$ cat src/rtl/zreset_seq_pkg.sv
// Shared types and constants for the Z80 reset sequencer.
// Imported by the sequencer top.
package zreset_seq_pkg;

  typedef enum logic [1:0] {
    ST_POR    = 2'd0,
    ST_ASSERT = 2'd1,
    ST_HOLD   = 2'd2,
    ST_IDLE   = 2'd3
  } state_e;

  localparam logic SRC_SPI = 1'b0;
  localparam logic SRC_BTN = 1'b1;

  localparam logic [1:0] ROM_DEFAULT = 2'b00;

endpackage

$ cat src/rtl/zreset_seq_btn_debounce.sv
// Front-panel button synchroniser and debouncer.
// Emits a one-cycle pulse when the debounced level falls.
module btn_debounce #(
  parameter int DEB_BITS = 16
) (
  input  logic clk,
  input  logic rst_n,
  input  logic btn_n_i,
  output logic level_o,
  output logic fall_o
);

  logic                s1_q, s2_q, prev_q;
  logic                lvl_q, lvl_d;
  logic                fall_q;
  logic [DEB_BITS-1:0] cnt_q, cnt_d;

  always_comb begin
    cnt_d = cnt_q;
    lvl_d = lvl_q;
    if (s2_q != prev_q) begin
      cnt_d = '0;
    end else if (cnt_q != '1) begin
      cnt_d = cnt_q + 1'b1;
    end else begin
      lvl_d = s2_q;
    end
  end

  // Released (high) is the idle level, so the chain resets to 1.
  always_ff @(posedge clk or negedge rst_n) begin
    if (!rst_n) begin
      s1_q   <= 1'b1;
      s2_q   <= 1'b1;
      prev_q <= 1'b1;
      lvl_q  <= 1'b1;
      fall_q <= 1'b0;
      cnt_q  <= '0;
    end else begin
      s1_q   <= btn_n_i;
      s2_q   <= s1_q;
      prev_q <= s2_q;
      lvl_q  <= lvl_d;
      fall_q <= lvl_q & ~lvl_d;
      cnt_q  <= cnt_d;
    end
  end

  assign level_o = lvl_q;
  assign fall_o  = fall_q;

endmodule

$ cat src/rtl/zreset_seq.sv
// Timed Z80 reset sequencer with ROM-page latch.
// Merges SPI reset requests and a debounced front-panel button.
module zreset_seq
  import zreset_seq_pkg::*;
#(
  parameter int         RST_CYCLES = 4096,
  parameter int         DEB_BITS   = 16,
  parameter logic [1:0] BTN_ROM    = ROM_DEFAULT
) (
  input  logic       fclk,
  input  logic       rst_n,
  input  logic       genrst,
  input  logic [1:0] rstrom,
  input  logic       btn_rst_n,
  output logic       zrst_n,
  output logic [1:0] rom_sel,
  output logic       rst_busy,
  output logic       rst_src
);

  localparam int CW = $clog2(RST_CYCLES);
  localparam logic [CW-1:0] LAST = CW'(RST_CYCLES - 1);

  logic          g_s1_q, g_s2_q, g_s3_q;
  logic          spi_ev_q;
  logic [1:0]    rom_s1_q, rom_s2_q;
  logic          btn_lvl, btn_fall;

  state_e        state_q, state_d;
  logic [CW-1:0] cnt_q, cnt_d;
  logic          src_q, src_d;
  logic [1:0]    rom_q, rom_d;
  logic          zrst_q, busy_q;

  btn_debounce #(
    .DEB_BITS(DEB_BITS)
  ) u_deb (
    .clk    (fclk),
    .rst_n  (rst_n),
    .btn_n_i(btn_rst_n),
    .level_o(btn_lvl),
    .fall_o (btn_fall)
  );

  // Edge is registered once more so both event paths are flopped.
  always_ff @(posedge fclk or negedge rst_n) begin
    if (!rst_n) begin
      g_s1_q   <= 1'b0;
      g_s2_q   <= 1'b0;
      g_s3_q   <= 1'b0;
      spi_ev_q <= 1'b0;
      rom_s1_q <= 2'b00;
      rom_s2_q <= 2'b00;
    end else begin
      g_s1_q   <= genrst;
      g_s2_q   <= g_s1_q;
      g_s3_q   <= g_s2_q;
      spi_ev_q <= g_s2_q & ~g_s3_q;
      rom_s1_q <= rstrom;
      rom_s2_q <= rom_s1_q;
    end
  end

  always_comb begin
    state_d = state_q;
    src_d   = src_q;
    rom_d   = rom_q;
    unique case (state_q)
      ST_POR: begin
        if (cnt_q == LAST) state_d = ST_HOLD;
      end
      ST_ASSERT: begin
        if (cnt_q == LAST) begin
          state_d = ST_HOLD;
          rom_d   = (src_q == SRC_SPI) ? rom_s2_q : BTN_ROM;
        end
      end
      ST_HOLD: begin
        if (!g_s2_q && btn_lvl) state_d = ST_IDLE;
      end
      ST_IDLE: begin
        if (spi_ev_q) begin
          state_d = ST_ASSERT;
          src_d   = SRC_SPI;
        end else if (btn_fall) begin
          state_d = ST_ASSERT;
          src_d   = SRC_BTN;
        end
      end
      default: state_d = ST_POR;
    endcase
  end

  always_comb begin
    cnt_d = cnt_q;
    if (state_d != state_q) begin
      cnt_d = '0;
    end else if (cnt_q != LAST) begin
      cnt_d = cnt_q + 1'b1;
    end
  end

  always_ff @(posedge fclk or negedge rst_n) begin
    if (!rst_n) begin
      state_q <= ST_POR;
      cnt_q   <= '0;
      src_q   <= SRC_SPI;
      rom_q   <= 2'b00;
      zrst_q  <= 1'b0;
      busy_q  <= 1'b1;
    end else begin
      state_q <= state_d;
      cnt_q   <= cnt_d;
      src_q   <= src_d;
      rom_q   <= rom_d;
      zrst_q  <= (state_d == ST_IDLE);
      busy_q  <= (state_d != ST_IDLE);
    end
  end

  assign zrst_n   = zrst_q;
  assign rom_sel  = rom_q;
  assign rst_busy = busy_q;
  assign rst_src  = src_q;

endmodule

$ cat config.mk
export PLATFORM = sky130hd
export DESIGN_NAME = zreset_seq
export DESIGN_NICKNAME = d
export VERILOG_FILES = /design/src/rtl/zreset_seq_pkg.sv /design/src/rtl/zreset_seq_btn_debounce.sv /design/src/rtl/zreset_seq.sv
export SDC_FILE = /design/constraint.sdc
export NUM_CORES = 1
export LEC_CHECK = 0
export CAP_MARGIN = 30
export CORE_ASPECT_RATIO = 1.2
export CORE_MARGIN = 2
export CORE_UTILIZATION = 53
export CTS_CLUSTER_SIZE = 12
export DETAILED_ROUTE_END_ITERATION = 7
export PLACE_DENSITY = 0.74
export SLEW_MARGIN = 20
export SYNTH_ARGS = -nofsm -noshare
export SYNTH_HDL_FRONTEND = slang
export SYNTH_SLANG_ARGS = --single-unit
$ cat constraint.sdc
create_clock -name fclk -period 2 [get_ports fclk]
set_clock_uncertainty 0.2 [all_clocks]
set_input_delay 0.4 -clock fclk [delete_from_list [all_inputs] [get_ports fclk]]
set_output_delay 0.4 -clock fclk [all_outputs]
set_load 0.01 [all_outputs]
==> PnR_summary.wiki <==
{| class="wikitable"
! Metric !! Value
|-
| Total overflow reported by the global router || 0
|-
| Clock H-tree levels || 2
|-
| Ys flop type || dfrtp_1
|-
| Synthesized-area fraction occupied by xor and xnor cells || 0.0153
|-
| Post-synthesis async set-or-reset flop share || 1.00
|-
| Routed via count || 1,699
|-
| Global-route usage over all layers || 0.188
|-
| Via count of the first global-routing pass || 1,677
|-
| Post-Layout Cell Count || 295
|-
| CTS max path bufs || 2
|-
| Fin crit share || 0.969
|-
| Estimated wirelength of the detail-placed design || 2920 um
|-
| Flop and latch count out of synthesis || 48
|-
| Die W || 63.9 um
|-
| Maximum number of pins on one net before global-route repair || 49
|-
| Gate count of the mapped netlist || 209
|-
| Area contributors post-synth || dfrtp_1 47%, dfstp_2 5.8%, nor2_1 3.3%, a21oi_1 2.8%, nor3_2 2.6%
|-
| VDD IR max || 0.000517 V
|-
| Core ar. || 0.00420 mm^2
|-
| Final ANT Viol Nets || 0
|-
| Startpoint-to-endpoint class of the critical path || reg -> out
|-
| Number of pins exceeding their max-slew limit in the final report || 0
|-
| Starting Density || 0.544
|-
| Critical Path Start Type || flop
|-
| Minimum period implied by the final worst setup slack || 1.94 ns
|-
| Worst slew pin tran || 0.526 ns
|-
| Kind of end point of the critical path || output pin
|-
| Total of fill cells in the finished design || 330
|-
| Clock buffer count from CTS || 5
|-
| Starting DRC count in detailed routing || 78
|-
| Area growth, synth to finish || 16.2%
|-
| Total nets after synthesis || 217
|-
| Die boundary height || 75.9 um
|-
| Slew HR || 0.648
|-
| Number of sinks on the clock net || 48
|-
| Hold Vio Cnt, Final || 0
|-
| Antenna violations before repair || 0
|-
| Timing-limited maximum frequency || 516 MHz
|-
| Number of maximum-capacitance constraint violations || 0
|-
| Post-synthesis share of cell area spent on and, or, nand and nor gates || 0.254
|-
| Buf+Inv Stages, Crit Path || 1
|-
| Synth cell types || 45
|-
| Instance count on the critical path || 1
|-
| Worst-skew pair later-pin latency || 0.30 ns
|-
| Number of enable flip-flop cells after synthesis || 0
|-
| Avg Cell Area, Syn || 10.9 um^2
|-
| Count of warnings emitted by yosys || 0
|-
| CP max FO || 1
|-
| Yosys top cell area share || 0.471
|-
| Required time of the critical path || 1.40 ns
|-
| Pleak || 0.00113 uW
|-
| Pwr/cell area || 624 mW/mm^2
|-
| Nets@finish || 246
|-
| Gp weighted congestion || 0.839
|-
| Routed via count divided by cell count || 5.76
|-
| Detail-routed net length per standard cell || 14.0 um
|-
| Number of core rows || 26
|-
| Clock tree from TritonCTS || built
|-
| HP Class || reg -> reg
|-
| Area of the mapped netlist || 0.00228 mm^2
|-
| Placed insts || 285
|-
| Post-synthesis compound-gate area fraction || 0.136
|-
| Ordered cell list for the critical path || clkdlybuf4s50_1
|-
| Highest cell delay on the worst timing path || 0.52 ns
|-
| Combinational family with the most area after synthesis || simple AND/OR/NAND/NOR gates
|-
| Most common cell after layout, fill and taps aside || dfrtp_1
|-
| Total Wirelength || 4130 um
|-
| Setup tns final || 0 ns
|-
| I/O pin cnt || 11
|-
| Total iterations of the first detailed-routing run || 4
|-
| Final worst hold slack || 0.142 ns
|-
| WP data arrival || 1.34 ns
|-
| Post-detailed-route DRC marker count || 0
|-
| Max stage delay cell, worst path || dfstp_2
|-
| Adder-Cell Fraction of Synth Area || 0.0110
|-
| Largest area contributor in the synthesized netlist || dfrtp_1
|-
| Mux contribution to synthesized area || 0.0318
|-
| # port buffers || 10
|-
| Highest-count cells in the layout ignoring fill and taps || 43 x dfrtp_1, 20 x nor2_1, 15 x buf_4, 13 x a21oi_1, 12 x nand2_1
|-
| Worst hold path stage count || 0
|-
| Finish-stage setup viols || 0
|-
| Seq/Total Area, Yosys || 0.529
|-
| Wire length of the first global-routing pass || 7160 um
|-
| Worst-path clk slew || 0.09 ns
|-
| Delay-heaviest family, CP || flip-flops
|-
| Number of antenna repair diodes || 0
|-
| Share of post-route cells with drive strength above 1 || 0.222
|-
| Die area || 0.00485 mm^2
|-
| Number of cells on the worst reg-to-reg path || 5
|-
| Run status || finished clean
|-
| Clock Root Buffer || clkbuf_8
|}
==> cell type report <==
type,instances,area [um^2],share of cell area
clock buffer,6,72.6,0.0274
tap,56,70.1,0.0264
clock inverter,2,12.5,0.00472
sequential,48,1210,0.455
multi-input combinational,151,1030,0.390
inverter,5,18.8,0.00708
timing repair buffer,27,238,0.0896
==> Yosys cell counts (all sizes together), types with 2 or more instances <==
| cell | number |
|---|---|
| dfrtp | 43 |
| mux2 | 2 |
| o221ai | 2 |
| nor3b | 2 |
| dfstp | 5 |
| xnor2 | 2 |
| a21oi | 14 |
| nand4 | 9 |
| nand3 | 6 |
| nand2 | 12 |
| nor2b | 3 |
| buf | 2 |
| nor3 | 11 |
| or3 | 9 |
| ha | 2 |
| a31oi | 7 |
| clkbuf | 3 |
| inv | 5 |
| nor2 | 21 |
| and4 | 2 |
| mux2i | 5 |
| and3 | 9 |
| xor2 | 2 |
| nor4 | 5 |
| o21ai | 14 |
| a211oi | 4 |
==> registers in the layout (all words and copies together) (netlist names) <==
signal	cells
cnt_q	12
g_s1_q	1
g_s2_q	1
g_s3_q	1
rom_s1_q	2
rom_s2_q	2
rom_sel	2
rst_busy	1
rst_src	1
spi_ev_q	1
state_q	2
u_deb.cnt_q	16
u_deb.fall_o	1
u_deb.level_o	1
u_deb.prev_q	1
u_deb.s1_q	1
u_deb.s2_q	1
zrst_n	1
==> metrics by stage <==
step / area (um^2) / setup WS (ns) / util / total power [uW]
after global placement: 2540 / 0.0668 / 0.605 / 1110
final: 2650 / 0.0618 / 0.632 / 1650
after global routing: 2650 / -0.00137 / 0.632 / 1730
after floorplan: 2280 / 0.0259 / - / 1060
after CTS: 2640 / 0.0255 / 0.628 / 1680
after detailed placement: 2540 / 0.0356 / 0.605 / 1120
==> routing by layer <==
layer  up-vias  wire [um]  track usage
met5         -          0            0
met4         0         98       0.0848
met3         9         84       0.0490
met2        19       2210        0.325
met1       839       1740        0.214
li1        832          -            -
==> logic make-up after synthesis <==
kind of cell | count (synthesis)
buf+inv | 10
compound gates | 45
simple gates | 93
xor+xnor | 4
fa+ha+maj | 2
mux | 7
flops | 48
==> report_power, final <==
part,switching [uW],internal [uW]
clock network,311,245
registers,18.2,993
logic,50.4,36.8
total,380,1270
==> final timing paths <==
| path | startpoint | end | slack, ns |
|---|---|---|---|
| worst max-delay path | rst_busy | rst_busy | 0.06 |
| worst min-delay path | rom_s1_q[1] | rom_s2_q[1] | 0.14 |
| worst max register to register | cnt_q[0] | cnt_q[11] | 0.10 |
| worst min register to register | rom_s1_q[1] | rom_s2_q[1] | 0.14 |
| max in group asynchronous | rst_n | u_deb.s1_q | 0.92 |
| min in group asynchronous | rst_n | rom_sel[1] | 0.40 |
==> timing repair <==
action                                  in CTS  in global routing
hold buffers                                 1                  0
endpoints found under the setup margin       0                 15
gates resized for setup                      0                  2
setup buffers                                0                  1
hold endpoints to repair                    43                  0
Note: power is estimated with default switching activity, not from simulation.
==> edit 1, RTL diff (same flow settings) <==
Encoding of `state_e`: now one-hot (4 bits for 4 states).
--- a/src/rtl/zreset_seq_pkg.sv
+++ b/src/rtl/zreset_seq_pkg.sv
@@ -4,7 +4,7 @@
 
-  typedef enum logic [1:0] {
-    ST_POR    = 2'd0,
-    ST_ASSERT = 2'd1,
-    ST_HOLD   = 2'd2,
-    ST_IDLE   = 2'd3
+  typedef enum logic [3:0] {
+    ST_POR    = 4'b0001,
+    ST_ASSERT = 4'b0010,
+    ST_HOLD   = 4'b0100,
+    ST_IDLE   = 4'b1000
   } state_e;
Function: no difference found for any inputs over 10 cycles, from zero or initial values and one cycle with rst_n low; not proved beyond that.
==> edit 1 against the unedited design <==
Wire length grew 20%. Worst setup slack lost 21 ps. Synthesized area grew 9.5%. Sequential share of layout area shrank 3.2 points. Global-route usage grew 1.9 points. Sequential cell count grew 2. Final area grew 12%. Power grew 5.0%. Count of clock-buffer cells in the layout shrank 1. Worst hold slack gained 15 ps. Non-clock buffer count grew 7. Die area grew 8.9%. Via count grew 14%. Critical path type unchanged.
==> edit 1: results (changes against the unedited design) <==
Setup path
  – Critical Path AT: 1360 ps (was 1340 ps)
  – Crit Reg-Reg Endpoint: cnt_q[1]$_DFFE_PN0P_ (was cnt_q[11]$_DFFE_PN0P_)
  – Crit-path max FO: 1 (unchanged)
  – Flop2flop setup slack: 60 ps (was 100 ps)
  – Max stage delay cell, worst path: clkdlybuf4s50_1 (was dfstp_2)
  – Delay-heaviest family, CP: buffers and inverters (was flip-flops)
  – RR Startpoint: state_q[3]$_DFF_PN0_ (was cnt_q[0]$_DFFE_PN0P_)

Hold path
  – Hold Crit Start: g_s1_q$_DFF_PN0_ (was rom_s1_q[1]$_DFF_PN0_)
  – Worst Hold End: g_s2_q$_DFF_PN0_ (was rom_s2_q[1]$_DFF_PN0_)

Power and ir drop
  – Clk. pwr: 0.609 mW (was 0.556 mW)
  – PwrDens: 584 nW/um^2 (was 624 nW/um^2)
  – Maximum vdd drop: 564 uV (was 517 uV)
  – Gate power share: 4.5% (was 5.3%)
  – Total leakage power: 1.21 nW (was 1.13 nW)

STA
  – Fin crit share: 98.0% (was 96.9%)
  – Hold Slack: 158 ps (was 142 ps)

Route
  – Iter 0 DRT Violations: 44 (was 78)
  – Final wirelength: 4970 um (was 4130 um)
  – Vias/cell: 5.99 (was 5.76)

Finish
  – Nets: 273 (was 246)
  – Fillcell total: 369 (was 330)
  – Largest regs: u_deb.cnt_q x16, cnt_q x12, state_q x4 (was u_deb.cnt_q x16, cnt_q x12)
  – Final Non-Filler Cells: 324 (was 295)

Place
  – HPWL after DPL: 3590 um (was 2920 um)
  – RD Place Congestion: 0.812 (was 0.839)
  – Pre-CTS setup slack: 47.8 ps (was 35.6 ps)
  – DP Area: 2790 sq um (was 2540 sq um)
  – Post-Place Cells: 313 (was 285)

Synthesis
  – Synth cell count leaders: dfrtp_1 (44), nand2_1 (14), o21ai_0 (13), a21oi_1 (12) (was dfrtp_1 (43), nor2_1 (20), a21oi_1 (13), nand2_1 (12), or3_1 (9))
  – Sequential share of the synthesized area: 50.4% (was 52.9%)
  – Complex-gate fraction of the synthesized area: 14.1% (was 13.6%)
  – Leading post-synthesis cells by cell area: dfrtp_1 (44%), dfstp_2 (6.3%), nor3_2 (4.0%) (was dfrtp_1 (47%), dfstp_2 (5.8%), nor2_1 (3.3%))
  – Mux cell area share after synthesis: 2.90% (was 3.18%)
  – Synth Net Count: 241 (was 217)
  – Post-Synth Adder-Cell Area: 1.00% (was 1.10%)
  – Unique masters post-synth: 48 (was 45)

Run status
  – Status: complete, no violations (unchanged)

Global routing
  – Vias in the first global route: 1879 (was 1677)
[edit 1: cell types whose count changed after synthesis, moves of 4 or more]
cell	delta
nand3_1	+5
nor3_1	+6
o21ai_0	+6
nor3_2	+4
nor2_1	-10
o21ai_1	-6
or3_1	-7
nand2b_1	+5
and3_1	-4
xnor2_1	+8
nand4_1	+6
[edit 1: layer usage]
metal | part of all wire [%] | global-route usage (%) | up-vias
met2 | 51 | 35.3 | 36
met1 | 44 | 25.8 | 947
met5 | 0 | 0 | -
li1 | - | - | 947
met4 | 2.4 | 8.16 | 0
met3 | 2.8 | 3.68 | 11
[edit 1: worst register-to-register path: stages (launching register included)]
cell and delay, ps:
dfrtp_1 400, or4b_4 570, a31oi_4 200, o32ai_4 160, buf_12 190, nor3_4 150
[edit 1: final cells by class]
cell class,count,area [sq um],share of cell area (%)
clock buffer,5,68.8,2.31
multi-input combinational,169,1220,41.1
clock inverter,3,26.3,0.883
inverter,5,18.8,0.631
tap,58,72.6,2.44
sequential,50,1260,42.4
timing repair buffer,34,307,10.3
==> edit 2, RTL diff (same flow settings) <==
Made on the original files. `RST_CYCLES`: 4096 -> 2048.
--- a/src/rtl/zreset_seq.sv
+++ b/src/rtl/zreset_seq.sv
@@ -5,3 +5,3 @@
 #(
-  parameter int         RST_CYCLES = 4096,
+  parameter int         RST_CYCLES = 2048,
   parameter int         DEB_BITS   = 16,
Behaviour: no difference found for any inputs over 10 cycles, from zero or initial values and one cycle with rst_n low; that may be too few to reach the edited logic, so the function may still have changed.
==> edit 2 against the unedited design <==
The run now ends with setup timing left. Synthesized area decreased by 5.4%. Power increased by 11%. Worst setup slack got worse by 83 ps. Sequential share of layout area decreased by 2.4 points. Wire length increased by 11%. Clock power increased by 29%. Non-clock buffer count increased by 12. Sequential cell count decreased by 1. Final area increased by 3.6%. Via count increased by 0.41%. Critical path depth increased by 3. Cell count unchanged. Die area decreased by 5.1%. Critical path type is now reg2reg. Largest cell class unchanged. Highest routed layer unchanged.
==> edit 2: results (changes against the unedited design) <==
Run status
  – Status: finished with violations (was complete, no violations)
  – Failing checks: setup timing

Finish
  – Area of the multi-input gates: 1020 sq um (was 1030 sq um)
  – Nets: 248 (was 246)
  – Signal buffers: 39 (was 27)
  – Register area: 1180 sq um (was 1210 sq um)
  – Layout Utilization: 69.7% (was 63.2%)
  – Fraction of layout cells with a size suffix above 1: 27.8% (was 22.2%)
  – Clock network area share: 4.23% (was 3.21%)
  – Clock Buffer Count: 5 (was 6)
  – Invs w/o clock: 7 (was 5)
  – Fillcell total: 304 (was 330)

Setup path
  – Max stage delay cell, worst path: or4b_4 (was dfstp_2)
  – Delay-heaviest family, CP: simple AND/OR/NAND/NOR gates (was flip-flops)
  – Critical Path AT: 2040 ps (was 1340 ps)
  – Flop2flop setup slack: -20 ps (was 100 ps)
  – Worst path max stage delay: 490 ps (was 520 ps)
  – Crit-path max FO: 4 (was 1)
  – Reg2reg path depth: 4 (was 5)

STA
  – Final setup fails: 1 (was 0)
  – Worst setup slack after layout: -21.2 ps (was 61.8 ps)
  – Rel. slew slack: 64.5% (was 64.8%)

Place
  – RD Place Congestion: 0.829 (was 0.839)
  – Post-Place Cells: 283 (was 285)
  – DP Area: 2500 sq um (was 2540 sq um)

Synthesis
  – Synth cell count leaders: dfrtp_1 (42), nand2_1 (15), nor2_1 (15), a21oi_1 (12), nand3_1 (9) (was dfrtp_1 (43), nor2_1 (20), a21oi_1 (13), nand2_1 (12), or3_1 (9))
  – Post-Syn Area: 2160 sq um (was 2280 sq um)
  – Syn_area_per_cell: 10.8 sq um (was 10.9 sq um)

Global routing
  – Largest net degree at the start of global routing: 27 (was 49)
  – GRT Util Overall: 21.0% (was 18.8%)
  – First-pass GRT wire length: 7570 um (was 7160 um)

Power and ir drop
  – Total leakage power: 1.18 nW (was 1.13 nW)
  – Maximum vdd drop: 657 uV (was 517 uV)

Hold path
  – Worst Hold End: rom_s2_q[0]$_DFF_PN0_ (was rom_s2_q[1]$_DFF_PN0_)
  – Hold Crit Start: rom_s1_q[0]$_DFF_PN0_ (was rom_s1_q[1]$_DFF_PN0_)

Route
  – Iter 0 DRT Violations: 82 (was 78)
  – Vias/cell: 5.78 (was 5.76)

Clocking
  – Post-CTS sizing: 3 (was 0)
-- edit 2: cell types whose count changed after synthesis, sizes merged, moves of 3 or more --
cell	unedited run	this run
or3	9	2
nand4	9	4
nand2	12	15
xnor2	2	7
a2111o	0	3
mux2i	5	0
nor3	11	4
nand3	6	9
nor2	21	15
o21ai	14	8
o31ai	0	3
-- edit 2: how the worst max path moves through the flow --
stage / endpoint / slack [ps] / cells past startpoint
5_1_grt: u_deb.cnt_q[13]$_DFFE_PN0P_ / -70 / 4
3_5_place_dp: u_deb.cnt_q[1]$_DFFE_PN0P_ / -220 / 5
4_1_cts: u_deb.cnt_q[0]$_DFFE_PN0P_ / 10 / 6
2_1_floorplan: rom_sel[0]$_DFFE_PN0P_ / 50 / 5
3_3_place_gp: u_deb.cnt_q[1]$_DFFE_PN0P_ / -130 / 5
6_report: u_deb.cnt_q[13]$_DFFE_PN0P_ / -20 / 4
-- edit 2: kinds of logic (layout without fill, tap and decap cells) --
logic type / count (synthesis) / in the layout / share of synthesized area, %
flops: 47 / 47 / 54.7
mux: 4 / 4 / 2.08
fa+ha+maj: 2 / 2 / 1.16
simple gates: 77 / 77 / 21.0
buf+inv: 13 / 54 / 2.37
xor+xnor: 8 / 8 / 3.24
compound gates: 49 / 49 / 15.4
-- edit 2: routing by layer --
layer / track usage (%) / wire, um / share of wire, %
met1: 24.7 / 1970 / 43
met2: 37.6 / 2370 / 52
met3: 3.78 / 111 / 2.4
met4: 11.4 / 126 / 2.7
met5: 0 / 0 / 0
-- edit 2: power breakdown --
| part | switching (mW) | leakage [nW] | total, mW | internal (mW) |
|---|---|---|---|---|
| logic | 0.0622 | 0.522 | 0.121 | 0.0588 |
| registers | 0.0175 | 0.602 | 0.992 | 0.975 |
| clock network | 0.341 | 0.0587 | 0.720 | 0.379 |
